[src/rtl/mips_datapath_p_if.sv]
// Control, memory and status bundle between the multicycle controller and mips_datapath_p.
// The controller side drives every control strobe and the memory read data.
interface mips_datapath_p_if #(
    parameter int WIDTH = 32
);
    logic             IorD;
    logic             IRWrite;
    logic             RegDest;
    logic             MemtoReg;
    logic             RegWrite;
    logic             ALUSrcA;
    logic [1:0]       ALUSrcB;
    logic [2:0]       ALUControl;
    logic             Branch;
    logic             BranchNe;
    logic             PCWrite;
    logic [1:0]       PCSrc;
    logic [WIDTH-1:0] RD;
    logic [WIDTH-1:0] Adr;
    logic [WIDTH-1:0] WD;
    logic             overflow;
    logic             exc;
    logic [WIDTH-1:0] EPC;

    modport master (
        output IorD, IRWrite, RegDest, MemtoReg, RegWrite, ALUSrcA, ALUSrcB,
               ALUControl, Branch, BranchNe, PCWrite, PCSrc, RD,
        input  Adr, WD, overflow, exc, EPC
    );

    modport slave (
        input  IorD, IRWrite, RegDest, MemtoReg, RegWrite, ALUSrcA, ALUSrcB,
               ALUControl, Branch, BranchNe, PCWrite, PCSrc, RD,
        output Adr, WD, overflow, exc, EPC
    );
endinterface

[src/rtl/mips_datapath_p.sv]
// Parametrised multicycle MIPS datapath; Adr/WD/overflow are combinational, all state updates on ck.
// Define DATAPATH_EXC_EN to capture overflow exceptions (exc/EPC) and suppress the faulting write-back.
module mips_datapath_p #(
    parameter int               WIDTH    = 32,
    parameter int               NREG     = 32,
    parameter logic [WIDTH-1:0] RESET_PC = '0
) (
    input logic              ck,
    input logic              reset_,
    mips_datapath_p_if.slave dp
);
    localparam int RW = $clog2(NREG);

    logic [WIDTH-1:0] pc_q, pc_d;
    logic [31:0]      ir_q;
    logic [WIDTH-1:0] data_q, a_q, b_q, aluout_q;
    logic [WIDTH-1:0] rf_q [NREG];

    logic [RW-1:0]    rs, rt, rd, wa;
    logic [WIDTH-1:0] sign_imm, jump_tgt, src_a, src_b, alu_res, wd3;
    logic             alu_ovf, zero, pc_en, rf_we;

    assign rs       = ir_q[21 +: RW];
    assign rt       = ir_q[16 +: RW];
    assign rd       = ir_q[11 +: RW];
    assign wa       = dp.RegDest ? rd : rt;
    assign wd3      = dp.MemtoReg ? data_q : aluout_q;
    assign sign_imm = {{(WIDTH-16){ir_q[15]}}, ir_q[15:0]};
    assign jump_tgt = {pc_q[WIDTH-1:28], ir_q[25:0], 2'b00};
    assign src_a    = dp.ALUSrcA ? a_q : pc_q;

    always_comb begin
        src_b = b_q;
        case (dp.ALUSrcB)
            2'b00:   src_b = b_q;
            2'b01:   src_b = WIDTH'(4);
            2'b10:   src_b = sign_imm;
            default: src_b = {sign_imm[WIDTH-3:0], 2'b00};
        endcase
    end

    // Overflow is judged on the sign bits of the wrapped WIDTH-bit result.
    always_comb begin
        alu_res = '0;
        alu_ovf = 1'b0;
        case (dp.ALUControl)
            3'b010: begin
                alu_res = src_a + src_b;
                alu_ovf = (src_a[WIDTH-1] == src_b[WIDTH-1]) && (alu_res[WIDTH-1] != src_a[WIDTH-1]);
            end
            3'b110: begin
                alu_res = src_a - src_b;
                alu_ovf = (src_a[WIDTH-1] != src_b[WIDTH-1]) && (alu_res[WIDTH-1] != src_a[WIDTH-1]);
            end
            3'b000:  alu_res = src_a & src_b;
            3'b001:  alu_res = src_a | src_b;
            3'b111:  alu_res = {{(WIDTH-1){1'b0}}, ($signed(src_a) < $signed(src_b))};
            default: alu_res = '0;
        endcase
    end

    assign zero  = (alu_res == '0);
    assign pc_en = dp.PCWrite | (dp.Branch & (zero ^ dp.BranchNe));

    always_comb begin
        pc_d = pc_q;
        case (dp.PCSrc)
            2'b00:   pc_d = alu_res;
            2'b01:   pc_d = aluout_q;
            2'b10:   pc_d = jump_tgt;
            default: pc_d = pc_q;
        endcase
    end

    assign dp.Adr      = dp.IorD ? aluout_q : pc_q;
    assign dp.WD       = b_q;
    assign dp.overflow = alu_ovf;

    always_ff @(posedge ck or negedge reset_) begin
        if (!reset_) begin
            pc_q     <= RESET_PC;
            ir_q     <= '0;
            data_q   <= '0;
            a_q      <= '0;
            b_q      <= '0;
            aluout_q <= '0;
        end else begin
            if (pc_en) pc_q <= pc_d;
            if (dp.IRWrite) ir_q <= dp.RD[31:0];
            data_q   <= dp.RD;
            a_q      <= rf_q[rs];
            b_q      <= rf_q[rt];
            aluout_q <= alu_res;
        end
    end

    // Entry 0 is never written, so it keeps its reset value of zero.
    always_ff @(posedge ck or negedge reset_) begin
        if (!reset_) begin
            for (int i = 0; i < NREG; i++) rf_q[i] <= '0;
        end else if (rf_we && (wa != '0)) begin
            rf_q[wa] <= wd3;
        end
    end

`ifdef DATAPATH_EXC_EN
    logic             exc_q, ovf_q;
    logic [WIDTH-1:0] epc_q;

    // ovf_q marks that ALUOut now holds a faulting result.
    always_ff @(posedge ck or negedge reset_) begin
        if (!reset_) begin
            exc_q <= 1'b0;
            ovf_q <= 1'b0;
            epc_q <= '0;
        end else begin
            ovf_q <= alu_ovf;
            if (alu_ovf && !exc_q) begin
                exc_q <= 1'b1;
                epc_q <= pc_q - WIDTH'(4);
            end
        end
    end

    assign rf_we  = dp.RegWrite & ~(ovf_q & ~dp.MemtoReg);
    assign dp.exc = exc_q;
    assign dp.EPC = epc_q;
`else
    assign rf_we  = dp.RegWrite;
    assign dp.exc = 1'b0;
    assign dp.EPC = '0;
`endif

endmodule
[src/flat_wrapper.sv]
// flat-port wrapper written by rule: the top's interface ports become plain ports
module mips_datapath_p_flat 
#(
    parameter int               WIDTH    = 32,
    parameter int               NREG     = 32,
    parameter logic [WIDTH-1:0] RESET_PC = '0
)
  (ck, reset_, dp_IorD, dp_IRWrite, dp_RegDest, dp_MemtoReg, dp_RegWrite, dp_ALUSrcA, dp_ALUSrcB, dp_ALUControl, dp_Branch, dp_BranchNe, dp_PCWrite, dp_PCSrc, dp_RD, dp_Adr, dp_WD, dp_overflow, dp_exc, dp_EPC);
  mips_datapath_p_if #(.WIDTH(WIDTH)) dp_i ();
  input logic ck;
  input logic reset_;
  input wire logic [$bits(dp_i.IorD)-1:0] dp_IorD;
  input wire logic [$bits(dp_i.IRWrite)-1:0] dp_IRWrite;
  input wire logic [$bits(dp_i.RegDest)-1:0] dp_RegDest;
  input wire logic [$bits(dp_i.MemtoReg)-1:0] dp_MemtoReg;
  input wire logic [$bits(dp_i.RegWrite)-1:0] dp_RegWrite;
  input wire logic [$bits(dp_i.ALUSrcA)-1:0] dp_ALUSrcA;
  input wire logic [$bits(dp_i.ALUSrcB)-1:0] dp_ALUSrcB;
  input wire logic [$bits(dp_i.ALUControl)-1:0] dp_ALUControl;
  input wire logic [$bits(dp_i.Branch)-1:0] dp_Branch;
  input wire logic [$bits(dp_i.BranchNe)-1:0] dp_BranchNe;
  input wire logic [$bits(dp_i.PCWrite)-1:0] dp_PCWrite;
  input wire logic [$bits(dp_i.PCSrc)-1:0] dp_PCSrc;
  input wire logic [$bits(dp_i.RD)-1:0] dp_RD;
  output wire logic [$bits(dp_i.Adr)-1:0] dp_Adr;
  output wire logic [$bits(dp_i.WD)-1:0] dp_WD;
  output wire logic [$bits(dp_i.overflow)-1:0] dp_overflow;
  output wire logic [$bits(dp_i.exc)-1:0] dp_exc;
  output wire logic [$bits(dp_i.EPC)-1:0] dp_EPC;
  assign dp_i.IorD = dp_IorD;
  assign dp_i.IRWrite = dp_IRWrite;
  assign dp_i.RegDest = dp_RegDest;
  assign dp_i.MemtoReg = dp_MemtoReg;
  assign dp_i.RegWrite = dp_RegWrite;
  assign dp_i.ALUSrcA = dp_ALUSrcA;
  assign dp_i.ALUSrcB = dp_ALUSrcB;
  assign dp_i.ALUControl = dp_ALUControl;
  assign dp_i.Branch = dp_Branch;
  assign dp_i.BranchNe = dp_BranchNe;
  assign dp_i.PCWrite = dp_PCWrite;
  assign dp_i.PCSrc = dp_PCSrc;
  assign dp_i.RD = dp_RD;
  assign dp_Adr = dp_i.Adr;
  assign dp_WD = dp_i.WD;
  assign dp_overflow = dp_i.overflow;
  assign dp_exc = dp_i.exc;
  assign dp_EPC = dp_i.EPC;
  mips_datapath_p #(.WIDTH(WIDTH), .NREG(NREG), .RESET_PC(RESET_PC)) u_core (.ck(ck), .reset_(reset_), .dp(dp_i));
endmodule
[config.mk]
export PLATFORM = sky130hd
export DESIGN_NAME = mips_datapath_p_flat
export DESIGN_NICKNAME = d
export VERILOG_FILES = /design/src/rtl/mips_datapath_p_if.sv /design/src/rtl/mips_datapath_p.sv /design/src/flat_wrapper.sv
export SDC_FILE = /design/constraint.sdc
export NUM_CORES = 2
export LEC_CHECK = 0
export CAP_MARGIN = 30
export CORE_AREA = 2 2 347 349
export CTS_CLUSTER_SIZE = 25
export DETAILED_ROUTE_END_ITERATION = 10
export DIE_AREA = 0 0 349 351
export DONT_BUFFER_PORTS = 1
export HOLD_SLACK_MARGIN = 0.1
export MAX_ROUTING_LAYER = met4
export PLACE_DENSITY = 0.82
export SYNTH_ARGS = -nofsm -noshare
export SYNTH_HDL_FRONTEND = slang
export SYNTH_SLANG_ARGS = --single-unit
[constraint.sdc]
create_clock -name ck -period 6.14 [get_ports ck]
set_input_delay 1.228 -clock ck [delete_from_list [all_inputs] [get_ports ck]]
set_output_delay 1.228 -clock ck [all_outputs]
set_load 0.02 [all_outputs]
Word level (Yosys, flattened, before mapping)

Index checks and enable logic that the tools add are counted.

Output and inout port bits: 98
Bits of input ports: 50
Word-level logic and storage cells: 97
Register bits: 1210

Reductions and logical operators: 13
Add/subtract/negate cells: 2
Equal/unequal tests: 12
Magnitude comparators: 5
Multiplexer cells: 17
Bitwise operators: 9

Operator list:

| kind                                                     | count |
|---|---|
| bitwise mux 1024 bit                                     | 1 |
| binary-select mux 32 bit (select 5 bit)                  | 2 |
| two-way mux 32 bit                                       | 8 |
| case mux 32 bit (3 select lines)                         | 2 |
| demux 32 bit (select 5 bit)                              | 1 |
| case mux 32 bit (5 select lines)                         | 1 |
| adder 32 bit                                             | 1 |
| bitwise AND 32 bit                                       | 1 |
| logical NOT 32 bit                                       | 1 |
| < comparator 32 bit                                      | 1 |
| bitwise OR 32 bit                                        | 1 |
| subtractor 32 bit                                        | 1 |
| greater-or-equal comparator 6 bit, second input constant | 3 |
| inverter 5 -> 6 bit                                      | 3 |
| == test 3 bit, second input constant                     | 2 |
| < comparator 6 x 1 -> 1 bit, second input constant       | 1 |
| two-way mux 5 bit                                        | 1 |
| nonzero test 5 bit                                       | 1 |
| == test 2 x 1 -> 1 bit, second input constant            | 2 |
| == test 2 bit, second input constant                     | 2 |
| logical AND 1 bit                                        | 4 |
| logical NOT 2 bit                                        | 2 |
| == test 3 x 1 -> 1 bit, second input constant            | 1 |
| == test 3 x 2 -> 1 bit, second input constant            | 1 |
| 12 further kinds                                         | 14 |

Longest topological paths before layout

Depth in word-level cells: 9
Gate-level depth with buffers: 22
Gate-level depth less buffers: 19

Least setup slack after synthesis

No wires, ideal clock.

Path type: input port to flip-flop
Start point: in dp_ALUSrcA
End point: reg u_core.pc_q[10]
Slack: -0.762 ns
Arrival: 6.777 ns
Cell stages on the path: 20
Library setup time: 0.125 ns
Path buffers: 3
Cell sequence: clkbuf_1 > clkbuf_1 > mux2_2 > ha_1 > fa_1 > a21o_1 > a211o_1 > and4_1 > a211o_1 > or4_1 > or4_1 > nor4_1 > nand4bb_1 > a2111oi_2 > nand4b_1 > nor4_4 > nor3_1 > a221oi_4 > buf_8 > mux2_4

Word-level cells in the longest chain between the ends: 8
Elaborated cells on any way between the ends: 13
Those cells by class: add/sub (2); order compare (1); mux (3); bitwise (5); reduce/logical (2)

Ends and longest elaborated chain:

| what                                      | line                  | RTL |
|---|---|---|
| start, declared                           | flat_wrapper.sv:17    | `input wire logic [$bits(dp_i.ALUSrcA)-1:0] dp_ALUSrcA;` |
| two-way mux 32 bit (*)                    | mips_datapath_p.sv:30 | `assign src_a = dp.ALUSrcA ? a_q : pc_q;` |
| subtractor 32 bit (tied with other cells) | mips_datapath_p.sv:52 | `alu_res = src_a - src_b;` |
| case mux 32 bit (5 select lines) (*)      | mips_datapath_p.sv:46 | `case (dp.ALUControl)` |
| net u_core.alu_res[4]                     | mips_datapath_p.sv:20 | `logic [WIDTH-1:0] sign_imm, jump_tgt, src_a, src_b, alu_res, wd3;` |
| logical NOT 32 bit (*)                    | mips_datapath_p.sv:62 | `assign zero = (alu_res == '0);` |
| bitwise XOR 1 bit (*)                     | mips_datapath_p.sv:63 | `assign pc_en = dp.PCWrite \| (dp.Branch & (zero ^ dp.BranchNe));` |
| bitwise AND 1 bit (*)                     | mips_datapath_p.sv:63 |  |
| bitwise OR 1 bit (*)                      | mips_datapath_p.sv:63 |  |
| AND reduction 2 bit (no source line) (*)  | n/a                   |  |
| end signal, assigned                      | mips_datapath_p.sv:88 | `if (pc_en) pc_q <= pc_d;` |
| end, declared                             | mips_datapath_p.sv:14 | `logic [WIDTH-1:0] pc_q, pc_d;` |

Mark *: on every way through the listed nets, which the timed path passes. The rest lies on a longest branch.
A chain may end at the register's enable or synchronous reset.

Worst setup path after layout

Start point: in dp_ALUSrcB[0]
End point: out dp_overflow

Word-level cells in the longest chain between the ends: 6
Elaborated cells on any way between the ends: 13
Those cells by class: add/sub (2); eq/ne (6); mux (2); reduce/logical (3)

Ends and longest elaborated chain:

| what                                                     | line                                         | RTL |
|---|---|---|
| start, declared                                          | flat_wrapper.sv:18                           | `input wire logic [$bits(dp_i.ALUSrcB)-1:0] dp_ALUSrcB;` |
| == test 2 bit (tied with other cells)                    | mips_datapath_p.sv:34                        | `case (dp.ALUSrcB)` |
| case mux 32 bit (3 select lines) (*)                     | mips_datapath_p.sv:34                        |  |
| subtractor 32 bit / adder 32 bit (equally long branches) | mips_datapath_p.sv:52, mips_datapath_p.sv:48 |  |
| inequality test 1 bit (on tied branches)                 | mips_datapath_p.sv:53, mips_datapath_p.sv:49 |  |
| logical AND 1 bit (on tied branches)                     | mips_datapath_p.sv:53, mips_datapath_p.sv:49 |  |
| case mux 1 bit (2 select lines) (*)                      | mips_datapath_p.sv:46                        |  |
| end, declared                                            | flat_wrapper.sv:27                           | `output wire logic [$bits(dp_i.overflow)-1:0] dp_overflow;` |

Mark *: on every way between the ends. The rest lies on a longest branch, timed or not.

==> impl_metrics.prom <==
# TYPE chip_impl_metric gauge
chip_impl_info{name="run_status",value="finished, final reports clean"} 1
chip_impl_metric{name="final-seq-area",unit="um^2"} 30300
chip_impl_metric{name="area_growth",unit="%"} 10.5
chip_impl_metric{name="worst-r2r-setup-slack",unit="ps"} 300
chip_impl_metric{name="timing_worst_slew_pin_value",unit="ps"} 1160
chip_impl_metric{name="die_width",unit="um"} 349
chip_impl_metric{name="gate_count_of_the_mapped_netlist",unit=""} 5743
chip_impl_metric{name="global_route_wire_length_before_repair",unit="um"} 323000
chip_impl_info{name="cts_tree",value="yes"} 1
chip_impl_info{name="synth.area.top_cells",value="sky130_fd_sc_hd__dfrtp_1, sky130_fd_sc_hd__mux4_2, sky130_fd_sc_hd__a21oi_1, sky130_fd_sc_hd__nor2_1, sky130_fd_sc_hd__clkbuf_1"} 1
chip_impl_metric{name="post_route_cells_drive_above_1_share",unit="%"} 24.2
chip_impl_metric{name="dp.cells",unit=""} 7012
chip_impl_metric{name="power_leakage",unit="uW"} 0.0299
chip_impl_metric{name="multi_input_comb_area",unit="um^2"} 32400
chip_impl_metric{name="routed-via-count",unit=""} 52100
chip_impl_metric{name="die_height",unit="um"} 351
chip_impl_info{name="series_of_cell_instances_along_the_critical_path",value="nor2_2 -> a22o_1 -> buf_4 -> inv_1 -> ha_1 -> a221oi_1 -> a21oi_1 -> a31o_2 -> a221o_1 -> buf_4 -> nand3_1 -> nand3b_1 -> xnor2_1 -> o32ai_1 -> buf_4"} 1
chip_impl_info{name="worst_setup_path_type",value="input port to primary output"} 1
chip_impl_metric{name="edff_count_synth",unit=""} 0
chip_impl_metric{name="fin_setup_tns",unit="ps"} 0
chip_impl_info{name="layout.cells.most_common",value="sky130_fd_sc_hd__dfrtp_1"} 1
chip_impl_info{name="slowest_stage_cell_cp",value="sky130_fd_sc_hd__a221oi_1"} 1
chip_impl_metric{name="worstPathMaxFanout",unit=""} 22
chip_impl_metric{name="seqPwrFrac",unit="%"} 41.4
chip_impl_metric{name="post-route-drc-count",unit=""} 0
chip_impl_info{name="netlist.top_cell.by_area",value="sky130_fd_sc_hd__dfrtp_1"} 1
chip_impl_metric{name="detailed_route_wire_length_per_cell",unit="um"} 30.0
chip_impl_metric{name="n_fill_cell",unit=""} 8329
chip_impl_info{name="element_type_at_the_critical_path_start",value="input port"} 1
chip_impl_metric{name="crit_arrival",unit="ps"} 4760
chip_impl_info{name="dominantRegCellSynth",value="sky130_fd_sc_hd__dfrtp_1"} 1
chip_impl_metric{name="timing.critical_path.buf_inv",unit=""} 4
chip_impl_metric{name="final_max_slew_viol_count",unit=""} 0
chip_impl_metric{name="layout.nets",unit=""} 5753
chip_impl_metric{name="fin_clk_skew",unit="ps"} 64.6
chip_impl_metric{name="place.port_buffers",unit=""} 0
chip_impl_metric{name="viasPerCell",unit=""} 7.17
chip_impl_metric{name="yosysWarnings",unit=""} 0
chip_impl_metric{name="tritoncts.num_buffers",unit=""} 113
chip_impl_metric{name="finalCriticalPeriod",unit="ps"} 5990
chip_impl_metric{name="final-instance-count-excl-fill",unit=""} 7262
chip_impl_metric{name="clkSlewWorstSetupHoldPaths",unit="ps"} 70
chip_impl_metric{name="cts-htree-levels",unit=""} 3
chip_impl_metric{name="achievable-frequency",unit="MHz"} 167
chip_impl_metric{name="internal_power",unit="uW"} 22500
chip_impl_metric{name="dieArea",unit="um^2"} 122000
chip_impl_metric{name="finalHoldViolCount",unit=""} 0
chip_impl_metric{name="first_global_vias",unit=""} 53500
chip_impl_metric{name="clock_insertion_delay_worst_skew",unit="ps"} 740
chip_impl_metric{name="synth_seq_cells",unit=""} 1210
chip_impl_metric{name="cap_violations",unit=""} 0
chip_impl_metric{name="holdWs",unit="ps"} 198
chip_impl_metric{name="post_synth.cell_area_avg",unit="um^2"} 11.3
chip_impl_info{name="critical-path-top-delay-family",value="compound AO/OA/AOI/OAI gates"} 1
chip_impl_metric{name="timing.critical_path.slowest_cell_delay",unit="ps"} 680
chip_impl_metric{name="design.core.area",unit="um^2"} 119000
chip_impl_metric{name="clock_power_share",unit="%"} 20.3
chip_impl_metric{name="sw_frac_of_total",unit="%"} 37.6
chip_impl_metric{name="clock-sinks",unit=""} 1210
chip_impl_metric{name="p_sw",unit="uW"} 13500
chip_impl_info{name="worst_r2r_endpoint",value="u_core.pc_q[4]"} 1
chip_impl_metric{name="report.power.total",unit="uW"} 36000
chip_impl_metric{name="wirelength",unit="um"} 218000
chip_impl_metric{name="final-setup-viol-count",unit=""} 0
chip_impl_metric{name="share_comb_of_total_power",unit="%"} 38.3
chip_impl_info{name="cp-end-kind",value="primary output"} 1
chip_impl_info{name="grt_setup_unrepaired",value="no"} 1
chip_impl_metric{name="grt_max_degree",unit=""} 1211
chip_impl_metric{name="pin_count",unit=""} 148
chip_impl_metric{name="grt.total_usage",unit="%"} 36.1
chip_impl_metric{name="syn_area",unit="um^2"} 64900
chip_impl_metric{name="floorplan.rows",unit=""} 127
chip_impl_metric{name="synth_async_sr_flop_share",unit="%"} 100
chip_impl_metric{name="period_share",unit="%"} 97.6
chip_impl_metric{name="detailed_place_hpwl",unit="um"} 128000
chip_impl_metric{name="netlist-cell-type-count",unit=""} 74
chip_impl_metric{name="drtAntennaViolNets",unit=""} 0
chip_impl_info{name="worst_hold_path_type",value="input port to asynchronous set/reset pin"} 1
chip_impl_info{name="critical_path.most_common_cell",value="sky130_fd_sc_hd__buf_4"} 1
chip_impl_metric{name="worst_ir_drop_vdd",unit="mV"} 0.288
chip_impl_metric{name="finalWeightedCongestion",unit=""} 1.02
chip_impl_metric{name="reg2regPathDepth",unit=""} 21
chip_impl_metric{name="ctsHoldBuffers",unit=""} 0
chip_impl_metric{name="max_slew_margin",unit="%"} 22.8
chip_impl_metric{name="drt_first_pass_iters",unit=""} 7
chip_impl_info{name="r2r-start",value="u_core.dp.WD[0]"} 1
chip_impl_metric{name="floorplan.initialDensity",unit="%"} 54.5
chip_impl_metric{name="synth_top_area_share",unit="%"} 46.6
chip_impl_metric{name="utilization",unit="%"} 60.3
chip_impl_metric{name="share_of_the_yosys_chip_area_belonging_to_registers",unit="%"} 46.6
chip_impl_info{name="mostFrequentLayoutCells",value="sky130_fd_sc_hd__dfrtp_1, sky130_fd_sc_hd__a21oi_1, sky130_fd_sc_hd__nor2_1"} 1
chip_impl_metric{name="required_time_of_the_worst_setup_path",unit="ps"} 4910
chip_impl_metric{name="clock_tree.buffer_depth",unit=""} 3
chip_impl_metric{name="grt.overflow.total",unit=""} 0
chip_impl_info{name="clockRootBuffer",value="sky130_fd_sc_hd__clkbuf_16"} 1
chip_impl_metric{name="antenna_violations_before_repair",unit=""} 19
chip_impl_metric{name="detail_route.iter0.violations",unit=""} 8348
chip_impl_metric{name="power.density",unit="nW/um^2"} 502
cells in the mapped netlist, types with 16 or more instances:
library cell	count
sky130_fd_sc_hd__mux2i_1	45
sky130_fd_sc_hd__o21ai_0	103
sky130_fd_sc_hd__mux2_2	137
sky130_fd_sc_hd__o31ai_1	16
sky130_fd_sc_hd__a31oi_1	17
sky130_fd_sc_hd__inv_1	110
sky130_fd_sc_hd__nand2_1	220
sky130_fd_sc_hd__nand3_1	24
sky130_fd_sc_hd__clkbuf_1	479
sky130_fd_sc_hd__buf_4	37
sky130_fd_sc_hd__a211oi_1	18
sky130_fd_sc_hd__nor2_1	1075
sky130_fd_sc_hd__dfrtp_1	1210
sky130_fd_sc_hd__mux4_2	640
sky130_fd_sc_hd__a21oi_1	1089
sky130_fd_sc_hd__nor3_1	26
sky130_fd_sc_hd__xnor2_1	16
sky130_fd_sc_hd__ha_1	108
sky130_fd_sc_hd__buf_1	69
sky130_fd_sc_hd__mux2_4	20
sky130_fd_sc_hd__a22oi_1	29
sky130_fd_sc_hd__a21o_1	24
layer usage:
metal | vias to the layer above | global-route usage [%] | part of all wire, %
met5 | - | - | 0
met4 | 0 | 23.3 | 7.8
met3 | 1371 | 12.3 | 15
met2 | 4583 | 53.9 | 46
met1 | 25700 | 41.8 | 32
li1 | 20500 | - | -
sequential cells by signal, summed over array words and instances (netlist names):
register         flops
u_core.pc_q         32
u_core.data_q       32
u_core.a_q          32
u_core.dp.WD        32
u_core.rf_q       1024
u_core.aluout_q     32
u_core.ir_q         26
worst max-delay path by stage:
stage                       to           from  slack [ps]  cells after the start
2_1_floorplan  u_core.pc_q[10]     dp_ALUSrcA         -70                     20
3_3_place_gp    u_core.pc_q[1]  dp_ALUSrcB[1]        -380                     21
3_5_place_dp    u_core.pc_q[1]  dp_ALUSrcB[1]        -400                     21
4_1_cts            dp_overflow  dp_ALUSrcB[0]          40                     17
5_1_grt            dp_overflow  dp_ALUSrcB[0]           7                     15
6_report           dp_overflow  dp_ALUSrcB[0]         150                     15
stage by stage:
step	worst slack, ps	area [um^2]
3_3_place_gp	-382	67100
5_1_grt	7.24	71700
4_1_cts	44.9	71300
2_1_floorplan	-69.3	65100
6_report	148	71700
3_5_place_dp	-405	67500
final cells by class:
type | instances | area share (%)
Clock inverter | 36 | 0.668
Clock buffer | 171 | 4.65
Multi-Input combinational cell | 3860 | 45.1
Inverter | 111 | 0.581
Tap cell | 1548 | 2.70
Timing Repair Buffer | 297 | 3.93
Sequential cell | 1210 | 42.3
Antenna cell | 29 | 0.101
power groups by stage:
stage               Clock (uW)  Combinational [uW]  Sequential (uW)
finish                    7320               13800            14900
global route              7610               14700            15100
CTS                       7270               13300            14600
detailed placement           0               12900            14500
global placement             0               12400            14100
floorplan                    0                9820            13300
cells by family (layout without fill, tap and decap cells):
group,after synthesis,after routing,share of synthesized area (%)
xor gates and xnor gates,17,17,0.229
buffers and inverters,705,615,4.39
muxes,842,842,25.7
other,1,62,0.00578
and+or+nand+nor,1428,1428,8.75
AOI/OAI and AO/OA,1430,1430,12.1
adders and majority gates,110,110,2.14
DFF,1210,1210,46.6
what timing repair did:
item                       4_1_cts  5_1_grt
setup endpoints to repair        1       33
resized for setup                2        4
cloned                           0        0
buffers inserted                 0        0
pin swaps                        0        2
Power figures use the tool's default switching activity.
